$ cat config.mk
export PLATFORM = sky130hd
export DESIGN_NAME = mult_div_unit
export DESIGN_NICKNAME = d
export VERILOG_FILES = /design/src/rtl/mult_div_unit.sv
export SDC_FILE = /design/constraint.sdc
export NUM_CORES = 1
export LEC_CHECK = 0
export CAP_MARGIN = 20
export CORE_ASPECT_RATIO = 1.75
export CORE_MARGIN = 5
export CORE_UTILIZATION = 40
export DETAILED_ROUTE_END_ITERATION = 16
export GPL_ROUTABILITY_DRIVEN = 0
export GPL_TIMING_DRIVEN = 1
export PLACE_DENSITY_LB_ADDON = 0.3
export RECOVER_POWER = 50
export SLEW_MARGIN = 40
export SYNTH_ARGS = -nofsm -noshare
export SYNTH_HDL_FRONTEND = slang
export SYNTH_SLANG_ARGS = --single-unit
$ cat constraint.sdc
create_clock -name CLK -period 5.37 [get_ports CLK]
set_input_delay 1.074 -clock CLK [delete_from_list [all_inputs] [get_ports CLK]]
set_output_delay 1.074 -clock CLK [all_outputs]
set_load 0.05 [all_outputs]
$ cat src/rtl/mult_div_unit.sv
// Iterative radix-2 multiply/divide unit holding the HI/LO pair (MULT/MULTU/DIV/DIVU, MTHI/MTLO).
// Define MDU_DIVIDE_EN to build the divide datapath; otherwise DIV/DIVU complete quickly with HI=LO=0.
module mult_div_unit #(
  parameter int unsigned WIDTH = 32
) (
  input  logic             CLK,
  input  logic             RST,
  input  logic             start,
  input  logic [1:0]       op,
  input  logic [WIDTH-1:0] rs_data,
  input  logic [WIDTH-1:0] rt_data,
  input  logic             kill,
  input  logic             hi_wen,
  input  logic             lo_wen,
  input  logic [WIDTH-1:0] wdat,
  output logic             busy,
  output logic             done,
  output logic [WIDTH-1:0] hi,
  output logic [WIDTH-1:0] lo
);

  localparam int unsigned CW = (WIDTH > 1) ? $clog2(WIDTH) : 1;
  localparam int unsigned PW = 2 * WIDTH;

  typedef enum logic [1:0] {
    S_IDLE = 2'd0,
    S_BUSY = 2'd1,
    S_FIX  = 2'd2
  } state_e;

  state_e           state_q, state_d;
  logic [CW-1:0]    cnt_q, cnt_d;
  logic             div_q, div_d;
  logic             sa_q, sa_d;
  logic             sb_q, sb_d;
  logic [WIDTH-1:0] a_q, a_d;
  logic [PW-1:0]    p_q, p_d;
  logic [WIDTH-1:0] hi_q, hi_d;
  logic [WIDTH-1:0] lo_q, lo_d;
  logic             busy_q, busy_d;
  logic             done_q, done_d;

  // Operand signs only matter for the signed ops; magnitudes feed the unsigned core.
  logic             rs_neg_c, rt_neg_c;
  logic [WIDTH-1:0] rs_mag_c, rt_mag_c;
  assign rs_neg_c = op[0] & rs_data[WIDTH-1];
  assign rt_neg_c = op[0] & rt_data[WIDTH-1];
  assign rs_mag_c = rs_neg_c ? (-rs_data) : rs_data;
  assign rt_mag_c = rt_neg_c ? (-rt_data) : rt_data;

  // Shift-add step: upper half accumulates, lower half shifts the multiplier out.
  logic [WIDTH:0]   mul_sum_c;
  logic [PW-1:0]    mul_next_c;
  logic [PW-1:0]    mul_res_c;
  assign mul_sum_c  = {1'b0, p_q[PW-1:WIDTH]} + (p_q[0] ? {1'b0, a_q} : '0);
  assign mul_next_c = {mul_sum_c, p_q[WIDTH-1:1]};
  assign mul_res_c  = (sa_q ^ sb_q) ? (-p_q) : p_q;

`ifdef MDU_DIVIDE_EN
  logic [WIDTH-1:0] b_q, b_d;
  logic [WIDTH:0]   div_shift_c, div_diff_c;
  logic             div_ok_c;
  logic [PW-1:0]    div_next_c;
  // Restoring step: upper half is the partial remainder, lower half collects quotient bits.
  assign div_shift_c = {p_q[PW-1:WIDTH], p_q[WIDTH-1]};
  assign div_diff_c  = div_shift_c - {1'b0, b_q};
  assign div_ok_c    = ~div_diff_c[WIDTH];
  assign div_next_c  = {(div_ok_c ? div_diff_c[WIDTH-1:0] : div_shift_c[WIDTH-1:0]),
                        p_q[WIDTH-2:0], div_ok_c};
`endif

  always_ff @(posedge CLK) begin
    if (RST) state_q <= S_IDLE;
    else     state_q <= state_d;
  end

  always_ff @(posedge CLK) begin
    if (RST) begin
      cnt_q  <= '0;
      div_q  <= 1'b0;
      sa_q   <= 1'b0;
      sb_q   <= 1'b0;
      a_q    <= '0;
      p_q    <= '0;
      hi_q   <= '0;
      lo_q   <= '0;
      busy_q <= 1'b0;
      done_q <= 1'b0;
`ifdef MDU_DIVIDE_EN
      b_q    <= '0;
`endif
    end else begin
      cnt_q  <= cnt_d;
      div_q  <= div_d;
      sa_q   <= sa_d;
      sb_q   <= sb_d;
      a_q    <= a_d;
      p_q    <= p_d;
      hi_q   <= hi_d;
      lo_q   <= lo_d;
      busy_q <= busy_d;
      done_q <= done_d;
`ifdef MDU_DIVIDE_EN
      b_q    <= b_d;
`endif
    end
  end

  always_comb begin
    state_d = state_q;
    unique case (state_q)
      S_IDLE:  if (start) state_d = S_BUSY;
      S_BUSY:  if (cnt_q == '0) state_d = S_FIX;
      S_FIX:   state_d = S_IDLE;
      default: state_d = S_IDLE;
    endcase
    if (kill) state_d = S_IDLE;
  end

  always_comb begin
    cnt_d  = cnt_q;
    div_d  = div_q;
    sa_d   = sa_q;
    sb_d   = sb_q;
    a_d    = a_q;
    p_d    = p_q;
    hi_d   = hi_q;
    lo_d   = lo_q;
    done_d = 1'b0;
    busy_d = (state_d != S_IDLE);
`ifdef MDU_DIVIDE_EN
    b_d    = b_q;
`endif
    unique case (state_q)
      S_IDLE: begin
        if (!kill) begin
          if (hi_wen) hi_d = wdat;
          if (lo_wen) lo_d = wdat;
          if (start) begin
            div_d = op[1];
            sa_d  = rs_neg_c;
            sb_d  = rt_neg_c;
            a_d   = rs_mag_c;
            cnt_d = CW'(WIDTH - 1);
            p_d   = {{WIDTH{1'b0}}, (op[1] ? rs_mag_c : rt_mag_c)};
`ifdef MDU_DIVIDE_EN
            b_d   = rt_mag_c;
`else
            if (op[1]) cnt_d = '0;
`endif
          end
        end
      end
      S_BUSY: begin
        if (cnt_q != '0) cnt_d = cnt_q - CW'(1);
`ifdef MDU_DIVIDE_EN
        p_d = div_q ? div_next_c : mul_next_c;
`else
        p_d = mul_next_c;
`endif
      end
      S_FIX: begin
        if (!kill) begin
          done_d = 1'b1;
          if (div_q) begin
`ifdef MDU_DIVIDE_EN
            // Divide by zero returns all-ones quotient and the original dividend.
            if (b_q == '0) begin
              lo_d = '1;
              hi_d = sa_q ? (-a_q) : a_q;
            end else begin
              lo_d = (sa_q ^ sb_q) ? (-p_q[WIDTH-1:0]) : p_q[WIDTH-1:0];
              hi_d = sa_q ? (-p_q[PW-1:WIDTH]) : p_q[PW-1:WIDTH];
            end
`else
            lo_d = '0;
            hi_d = '0;
`endif
          end else begin
            hi_d = mul_res_c[PW-1:WIDTH];
            lo_d = mul_res_c[WIDTH-1:0];
          end
        end
      end
      default: ;
    endcase
  end

  assign busy = busy_q;
  assign done = done_q;
  assign hi   = hi_q;
  assign lo   = lo_q;

endmodule
-- Word-level counts from Yosys, hierarchy flattened
Cells that the tools add are included.
- add/sub/neg operators: 5
- equality and inequality tests: 8
- divide/modulo/power cells: 0
- $lt $le $gt $ge: 0
- multiplexer cells: 28
- reduce and logical (&&, ||, !) cells: 12
- bitwise logic cells: 5
- shift-type cells: 0
- multipliers: 0
- operators with widths (kind ; count):
    $mux 32 ; 12
    $mux 64 ; 3
    $pmux 32 s2 ; 2
    $pmux 64 s2 ; 1
    $neg 32->32 ; 2
    $neg 64->64 ; 1
    $add 32x32->33 ; 1
    $mux 5 ; 4
    $ne 2x2->1 const B ; 6
    $reduce_and 4->1 ; 3
    $pmux 5 s2 ; 1
    $mux 2 ; 3
    $reduce_and 3->1 ; 2
    $reduce_bool 2->1 ; 3
    $logic_not 5->1 ; 1
    $reduce_bool 5->1 ; 1
    $sub 5x1->5 const B ; 1
    $pmux 2 s2 ; 1
    $and 1x1->1 ; 2
    $eq 2x1->1 const B ; 1
    $eq 2x2->1 const B ; 1
    $logic_not 2->1 ; 1
    $not 1->1 ; 2
    $reduce_or 2->1 ; 1
    other kinds (2) ; 2
- register bits: 172
- bits in latches: 0
- word-level logic and storage cells: 69
- bits in read-only memories: 0
- RAM bits: 0
- memories kept: 0

-- Logic depth before layout (Yosys ltp)
- depth in word-level cells: 6
- mapped depth: 13

-- Worst setup path before layout
Ideal clock, no wire load.
- path kind: in2reg
- start: in rs_data[5]
- end: reg p_q[29]
- library setup time: 0.086 ns
- arrival time: 3.224 ns
- data required time: 5.284 ns
- stages: 7
- slack: 2.061 ns
- buffers on the path: 1
- cells stage by stage: or4_1 > or4b_1 > clkbuf_1 > o41ai_1 > xnor2_1 > nand2_1 > a211oi_1
- cells in the longest elaborated chain, start to end: 6
- ends and longest elaborated chain (item ; RTL line ; source):
    start, declared ; 10 ; input logic [WIDTH-1:0] rs_data,
    $neg 32->32 ; 48 ; assign rs_mag_c = rs_neg_c ? (-rs_data) : rs_data;
    $mux 32 ; 48 ;
    $mux 32 ; 145 ; p_d = {{WIDTH{1'b0}}, (op[1] ? rs_mag_c : rt_mag_c)};
    $mux 64 ; 139 ; if (start) begin
    $mux 64 ; 136 ; if (!kill) begin
    $pmux 64 s2 ; 134 ; unique case (state_q)
    end signal, assigned ; 98 ; p_q <= p_d;
    end, declared ; 37 ; logic [PW-1:0] p_q, p_d;
Every way passes these cells. The select of a mux whose other input is x is not followed.
A chain may end at the register's enable or synchronous reset.

-- Worst setup path in the final report
- start: in kill
- end: reg p_q[31]
- cells in the longest elaborated chain, start to end: 2
- ends and longest elaborated chain (item ; RTL line ; source):
    start, declared ; 12 ; input logic kill,
    $ne 2x2->1 (no line) ; -- ;
    $reduce_and 3->1 (no line) ; -- ;
Every way passes these cells.

==> run summary <==
Largest net degree at the start of global routing = 81
Leak pwr = 5.47 nW
Outcome = finished, violations left
Ranking of synthesized cells by area = dfxtp_1 (29%), nor2_1 (6.3%), xnor2_1 (5.8%), a221oi_1 (4.5%), xor2_1 (4.3%)
Clock Latency Late Sink = 450 ps
Die width = 139 um
Seq/Total Area, Yosys = 0.294
Total power = 0.00358 W
Gr ovfl total = 0
Layout area overhead = 21.5%
CTS buffer count = 17
Top-count cell post-synth = nor2_1
Synth top area share = 0.294
Synth Cell Area = 0.0117 mm^2
Number of synthesized flops with an enable pin = 0
Layout cell share with drive strength beyond 1 = 0.0519
Period minus WS final = 4000 ps
Post-CTS setup buffer count = 0
Initial Util = 0.401
Via count = 12415
Met3 Track Usage GR = 0.0345
Startpoint Class = primary input
RSZ-0062 raised after global routing = false
Slew @ Worst Pin = 1740 ps
Post-synth top cells = nor2_1 (198), dfxtp_1 (172), a21oi_1 (101), nand2_1 (99), clkbuf_1 (96)
I/O pin cnt = 170
Post-DP HPWL = 34000 um
GR Util All Layers = 0.253
Wire per inst = 21.5 um
DR vias/cell = 6.14
Die Area = 0.0329 mm^2
VDD IR-drop max = 0.000249 V
H-tree depth = 4
TritonCTS clock tree = yes
Final period util = 0.746
Design area = 0.0142 mm^2
Clock sink count = 172
Synth Register Bits = 172
Fmax = 250 MHz
Vias in the first global route = 11722
CP arrival = 4370 ps
Met1 Use GR = 0.276
Die H = 236 um
Number of max-cap violations = 1
Post-DRT Antenna Nets = 0
Placement row count = 83
Root Buffer = clkbuf_16
Remaining DRCs = 0
Failing checks = max-capacitance violations, max-slew violations
Final setup violation count = 0
Core Box Area = 0.0292 mm^2
Setup TNS = 0 ps
Hold_buf cts = 0
GR Layer Usage met2 = 0.448
Final Net Count = 1768
Initial drt markers = 1094
Fraction of registers with async set/reset = 0
Gate Count Post-Synth = 1524
Top FF cell, synth = dfxtp_1
Syn_area_per_cell = 7.69 um^2
Syn nets = 1666
Power Dens Cells = 252 mW/mm^2
Post-CTS Resized = 0
Worst-path clk slew = 70 ps
Drt first pass iters = 6
Total wire length = 43500 um
Slew Limit Fails = 12
Unique cell type count in the Yosys netlist = 81
Ys Warns = 0
WS Path Type = primary input to register
Critical Path End Type = register
Antenna violations before repair = 1
Placed Area = 0.0137 mm^2
Busiest grt layer = met2
Critical Path RT = 5730 ps
Hold Vio Cnt, Final = 0
Global-route wire length before repair = 66200 um
Headroom to the max-slew limit = -0.171
Max Clock Skew = 12.0 ps
Hold Crit Class = register to register
IO buf count = 169
Worst-path maximum fanout = 18
Area leader, netlist = dfxtp_1
Maximum root-to-sink buffer count = 2
[metrics by stage]
stage	worst slack, ps	std cells	hold slack [ps]	utilization
global route	1160	2022	476	0.488
CTS	1870	2021	461	0.488
floorplan	2060	1524	432	-
detailed placement	1400	1989	452	0.468
global placement	1430	1989	441	0.468
finish	1370	2022	460	0.488
[final timing paths]
kind                                            from              endpoint  slack [ps]  cells after the start
worst max-delay path                            kill  p_q[31]$_SDFFE_PP0P_        1370                      6
worst min-delay path            a_q[31]$_SDFFE_PP0P_  a_q[31]$_SDFFE_PP0P_         460                      2
worst max register to register  p_q[12]$_SDFFE_PP0P_   hi[16]$_SDFFE_PP0P_        1830                      7
worst min register to register  a_q[31]$_SDFFE_PP0P_  a_q[31]$_SDFFE_PP0P_         460                      2
[layout make-up]
| class | count | area (um^2) |
|---|---|---|
| inverters | 31 | 116 |
| repair buffers | 190 | 1830 |
| fillers | 2847 | 14900 |
| diodes | 1 | 2.50 |
| multi-input cells | 1214 | 7770 |
| clock buffers | 23 | 478 |
| flip-flops and latches | 172 | 3440 |
| well taps | 382 | 478 |
| clock inverters | 9 | 110 |
[layout by cell type (no fill, tap or decap), types with 16 or more instances in the layout]
master and instances:
nor2_1 197, dfxtp_1 171, a21oi_1 101, clkdlybuf4s50_1 100, nand2_1 98, nor3_1 88
o21ai_0 87, xnor2_1 77, dlygate4sd3_1 67, a221oi_1 60, xor2_1 57, and2_1 41
a211oi_1 39, ha_1 37, inv_1 31, nand3_1 30, o31ai_1 28, a21o_1 20
or4_1 18, o41ai_1 18, buf_4 18, clkbuf_16 17, nand4_1 16, or3_1 16
[where the power goes]
part | switching (W) | total, W | leakage [nW] | internal, W
Sequential | 0.0000944 | 0.00145 | 1.41 | 0.00136
Combinational | 0.000556 | 0.000873 | 3.77 | 0.000317
Clock | 0.000537 | 0.00126 | 0.292 | 0.000724
[critical path: stages]
cell,delay (ps)
dlygate4sd3_1,630
nor2b_1,90
o21ai_0,1320
clkbuf_1,770
a21oi_1,180
a311oi_1,290
[routing by layer]
layer  routed length, um  part of all wire
met3                2600             0.060
met4                3220             0.074
met5                   0                 0
met2               21800              0.50
met1               15900              0.36
[registers in the layout, summed over array words and instances, names as in the netlist]
name     count
lo          32
a_q         32
busy         1
sb_q         1
done         1
p_q         64
hi          32
sa_q         1
div_q        1
state_q      2
cnt_q        5
[kinds of logic (layout without fill, tap and decap cells)]
kind of cell    Yosys count  in the layout  synth area share
flops                   172            172             0.294
buf+inv                 138            253            0.0459
other cells               0              1                 0
simple gates            567            567             0.235
compound gates          465            465             0.275
mux                       9              9           0.00790
fa+ha+maj                38             38            0.0412
xor+xnor                135            135             0.101
(Power assumes the default switching activity.)
==> edit 1: new RTL, same settings <==
Register the input `rt_data` before use, without a reset. The logic sees it one clock later. The other inputs are not delayed to match.
--- a/src/rtl/mult_div_unit.sv
+++ b/src/rtl/mult_div_unit.sv
@@ -29,4 +29,10 @@
   } state_e;
 
+  logic [WIDTH-1:0] rt_data_q;
+
+  always_ff @(posedge CLK) begin
+    rt_data_q <= rt_data;
+  end
+
   state_e           state_q, state_d;
   logic [CW-1:0]    cnt_q, cnt_d;
@@ -45,7 +51,7 @@
   logic [WIDTH-1:0] rs_mag_c, rt_mag_c;
   assign rs_neg_c = op[0] & rs_data[WIDTH-1];
-  assign rt_neg_c = op[0] & rt_data[WIDTH-1];
+  assign rt_neg_c = op[0] & rt_data_q[WIDTH-1];
   assign rs_mag_c = rs_neg_c ? (-rs_data) : rs_data;
-  assign rt_mag_c = rt_neg_c ? (-rt_data) : rt_data;
+  assign rt_mag_c = rt_neg_c ? (-rt_data_q) : rt_data_q;
 
   // Shift-add step: upper half accumulates, lower half shifts the multiplier out.
Formal check against the unedited RTL: same outputs for any inputs over 4 cycles, from zero or initial values and one cycle with RST high; that may be too few to reach the edited logic, so the function may still have changed.
==> edit 1 against the unedited design <==
The run still ends with capacitance limit, slew limit left; critical path type unchanged; worst setup slack better by 150 ps; sequential share of layout area is 2.7 points higher; wire length is 6.7% higher; register-to-register slack got worse by 90 ps; total power up 18%; non-clock buffer count up 2; count of clock-buffer cells in the layout grew 2; sequential cell count rose by 32; utilization increased by 0.50 points; synthesized area up 6.5%; final area is 6.8% higher; final cell count increased by 4.0%; clock skew increased by 5.4 ps; largest cell class unchanged.
==> edit 1: results (changes against the unedited design) <==
| Metric | Value |
|---|---|
| Clkbuf count | `25 (was 23)` |
| Nets@finish | `1,838 (was 1,768)` |
| Drt pass-1 iters | `5 (was 6)` |
| 1st-iter DRT viols | `1,088 (was 1,094)` |
| Max-slew violation count | `92 (was 12)` |
| Clock buffer count from CTS | `21 (was 17)` |
| Fraction of area in multi-input gates | `0.522 (was 0.546)` |
| Placed Instances | `2,064 (was 1,989)` |
| P_int | `2.85 mW (was 2.40 mW)` |
| Mux cell area share after synthesis | `0.00993 (was 0.00790)` |
| Drt via density | `6.10 (was 6.14)` |
| P_leak | `5.68 nW (was 5.47 nW)` |
| Unique cell type count in the Yosys netlist | `71 (was 81)` |
| Pre-CTS setup slack | `1450 ps (was 1400 ps)` |
| Post-synthesis adder-cell area fraction | `0.0387 (was 0.0412)` |
| Worst-Skew Late Latency | `530 ps (was 450 ps)` |
| Post-Synthesis Mean Instance Area | `7.84 um2 (was 7.69 um2)` |
| Failing checks | `capacitance limit, slew limit (unchanged)` |
| Fillers | `3,082 (was 2,847)` |
| DRT Wirelength | `46,400 um (was 43,500 um)` |
| CP arrival | `4190 ps (was 4370 ps)` |
| Routed len/inst | `22.1 um (was 21.5 um)` |
| Min-delay src | `a_q[12]$_SDFFE_PP0P_ (was a_q[31]$_SDFFE_PP0P_)` |
| Routed wl met3 | `2770 um (was 2600 um)` |
| XOR/XNOR share of the synthesized area | `0.0891 (was 0.101)` |
| Area contributors post-synth | `dfxtp_1 33%, nor2_1 5.7%, a21oi_1 4.8% (was dfxtp_1 29%, nor2_1 6.3%, xnor2_1 5.8%)` |
| Multi-Input Combinational | `1,251 (was 1,214)` |
| Post-Route M1 WL | `16,200 um (was 15,900 um)` |
| ClkCell Share | `0.0480 (was 0.0413)` |
| Hold Path End | `a_q[12]$_SDFFE_PP0P_ (was a_q[31]$_SDFFE_PP0P_)` |
| Worst vdd ir | `0.236 mV (was 0.249 mV)` |
| H-tree Lvls | `1 (was 4)` |
| Non-clk bufs | `192 (was 190)` |
| Family with the most delay on the worst path | `buffers and inverters (was compound AO/OA/AOI/OAI gates)` |
| Worst stage delay on the critical path | `1460 ps (was 1320 ps)` |
| Sequential Area | `4080 um2 (was 3440 um2)` |
| Clock Tree Buf Depth | `3 (was 2)` |
| Status | `complete, but fails checks (unchanged)` |
| Commonest cells in the netlist | `204 x dfxtp_1, 190 x nor2_1, 140 x nand2_1 (was 198 x nor2_1, 172 x dfxtp_1, 101 x a21oi_1)` |
| Yosys reg bits | `204 (was 172)` |
| Antenna diode count | `0 (was 1)` |
| Max-Cap Viols | `2 (was 1)` |
| First-pass GRT wire length | `70,400 um (was 66,200 um)` |
| GRT Util Overall | `0.256 (was 0.253)` |
| Crit path max fanout | `41 (was 18)` |
| Final Skew | `17.4 ps (was 12.0 ps)` |
| Fin Hold WS | `452 ps (was 460 ps)` |
| Largest net degree at the start of global routing | `72 (was 81)` |
| R2r startpoint | `p_q[11]$_SDFFE_PP0P_ (was p_q[12]$_SDFFE_PP0P_)` |
| R2r endpoint | `hi[9]$_SDFFE_PP0P_ (was hi[16]$_SDFFE_PP0P_)` |
-- edit 1: cell types whose count changed after synthesis, sizes merged, moves of 10 or more --
cell	change
nor3	-20
dfxtp	+32
a311oi	+12
xnor2	-10
o211ai	+11
a221oi	-33
nand3	-14
o21ai	-18
a21oi	+18
a211oi	+25
nand2	+40
-- edit 1: power groups by stage --
stage	clock [mW]	sequential (mW)	combinational, mW
2_1_floorplan	0	1.82	0.472
3_3_place_gp	0	1.75	0.897
3_5_place_dp	0	1.76	0.910
4_1_cts	1.60	1.72	0.912
5_1_grt	1.66	1.73	0.974
6_report	1.58	1.73	0.909
-- edit 1: routing by layer --
layer  GRT usage  vias up
met1       0.271     6004
li1            -     6083
met4       0.200        0
met2       0.450      570
met3      0.0304      170
met5           0        -
-- edit 1: metrics by stage --
step | instance area [um2] | total power [mW]
6_report | 15200 | 4.21
5_1_grt | 15200 | 4.37
4_1_cts | 15200 | 4.23
3_5_place_dp | 14500 | 2.67
3_3_place_gp | 14400 | 2.65
2_1_floorplan | 12500 | 2.30
==> edit 2: new RTL, config.mk and constraints unchanged <==
Made on the original files. The parameter `WIDTH` goes from 32 to 64.
--- a/src/rtl/mult_div_unit.sv
+++ b/src/rtl/mult_div_unit.sv
@@ -2,5 +2,5 @@
 // Define MDU_DIVIDE_EN to build the divide datapath; otherwise DIV/DIVU complete quickly with HI=LO=0.
 module mult_div_unit #(
-  parameter int unsigned WIDTH = 32
+  parameter int unsigned WIDTH = 64
 ) (
   input  logic             CLK,
Ports: changed (5 resized); port bits go from 170 to 330. The function was not compared with the original's and may differ.
==> edit 2 against the unedited design <==
The flow still finishes with violations (capacitance limit, slew limit); wire length up 130%; synthesized area up 97%; die area up 91%; worst setup slack worse by 720 ps; sequential cell count up 161; total power up 100%; first-iteration DRC count rose to 2.8 times the old value; critical endpoint is now p_q[123]$_SDFFE_PP0P_; final area up 99%; non-clock buffer count up 198; count of clock-buffer cells in the layout up 25.
==> edit 2: results (changes against the unedited design) <==
| Metric | Value |
|---|---|
| Max-slew violation count | `135 (was 12)` |
| Max-Cap Viols | `4 (was 1)` |
| CP arrival | `5150 ps (was 4370 ps)` |
| IO Port Bufs | `329 (was 169)` |
| Failing checks | `capacitance limit, slew limit (unchanged)` |
| Synthesized instance count | `3,133 (was 1,524)` |
| DRT Wirelength | `101,000 um (was 43,500 um)` |
| Drt pass-1 iters | `7 (was 6)` |
| P_leak | `10.9 nW (was 5.47 nW)` |
| Pre-CTS setup slack | `608 ps (was 1400 ps)` |
| P_int | `4.82 mW (was 2.40 mW)` |
| Mux cell area share after synthesis | `0.00217 (was 0.00790)` |
| Clock power frac | `0.362 (was 0.352)` |
| XOR/XNOR share of the synthesized area | `0.116 (was 0.101)` |
| Clock buffer count from CTS | `35 (was 17)` |
| Drt via density | `6.15 (was 6.14)` |
| Min-delay src | `hi[43]$_SDFFE_PP0P_ (was a_q[31]$_SDFFE_PP0P_)` |
| Final Skew | `29.9 ps (was 12.0 ps)` |
| Crit path max fanout | `58 (was 18)` |
| Fillers | `5,684 (was 2,847)` |
| Hold Path End | `hi[43]$_SDFFE_PP0P_ (was a_q[31]$_SDFFE_PP0P_)` |
| Largest net degree at the start of global routing | `160 (was 81)` |
| Post-synth net total | `3,402 (was 1,666)` |
| Tmin final | `4720 ps (was 4000 ps)` |
| Post-synthesis adder-cell area fraction | `0.0377 (was 0.0412)` |
| R2r worst-path depth | `13 (was 7)` |
| Register-to-register setup slack | `650 ps (was 1830 ps)` |
| Status | `complete, but fails checks (unchanged)` |
[edit 2: cell count changes in the layout (fill, tap and decap cells not counted), moves of 32 or more]
cell | unedited run | this run
nor4_1 | 13 | 45
nor2_1 | 197 | 443
a21oi_1 | 101 | 256
clkdlybuf4s50_1 | 100 | 195
o21ai_0 | 87 | 180
a221oi_1 | 60 | 101
xor2_1 | 57 | 140
xnor2_1 | 77 | 163
and2_1 | 41 | 77
dlygate4sd3_1 | 67 | 133
nor3_1 | 88 | 209
dfxtp_1 | 171 | 333
nand2_1 | 98 | 250
[edit 2: per-stage QoR]
step	cell area (um2)	hold slack, ps
final	28300	455
after floorplan	23100	432
after detailed placement	27100	450
after global routing	28300	478
after CTS	28400	457
after global placement	27100	442
[edit 2: final cells by class]
type / count / area share
Antenna cell: 1 / 0.0000884
Clock buffer: 48 / 0.0355
Clock inverter: 13 / 0.00760
Inverter: 44 / 0.00583
Multi-Input combinational cell: 2533 / 0.548
Sequential cell: 333 / 0.235
Tap cell: 767 / 0.0339
Timing Repair Buffer: 388 / 0.133
[edit 2: cell families after synthesis]
logic type,Yosys count
multiplexers,5
flip-flops,333
adder cells (fa/ha/maj),69
AND/OR/NAND/NOR,1258
AO/OA/AOI/OAI,896
buffers and inverters,267
XOR/XNOR,305
[edit 2: layer usage]
layer	share of wire	global-route usage	routed length [um]
met5	0	0	0
met4	0.085	0.200	8560
met3	0.087	0.0552	8840
met2	0.46	0.512	47000
met1	0.36	0.358	36900
[edit 2: critical path: stages (launching register included)]
cell	delay, ps
dfxtp_1	580
buf_4	450
and2_1	210
ha_1	320
a21oi_1	240
o22ai_1	130
a31oi_1	380
o221ai_1	350
a31oi_1	550
o21ai_0	300
o31a_1	390
o21ai_0	380
mux2i_1	250
nand2_1	60
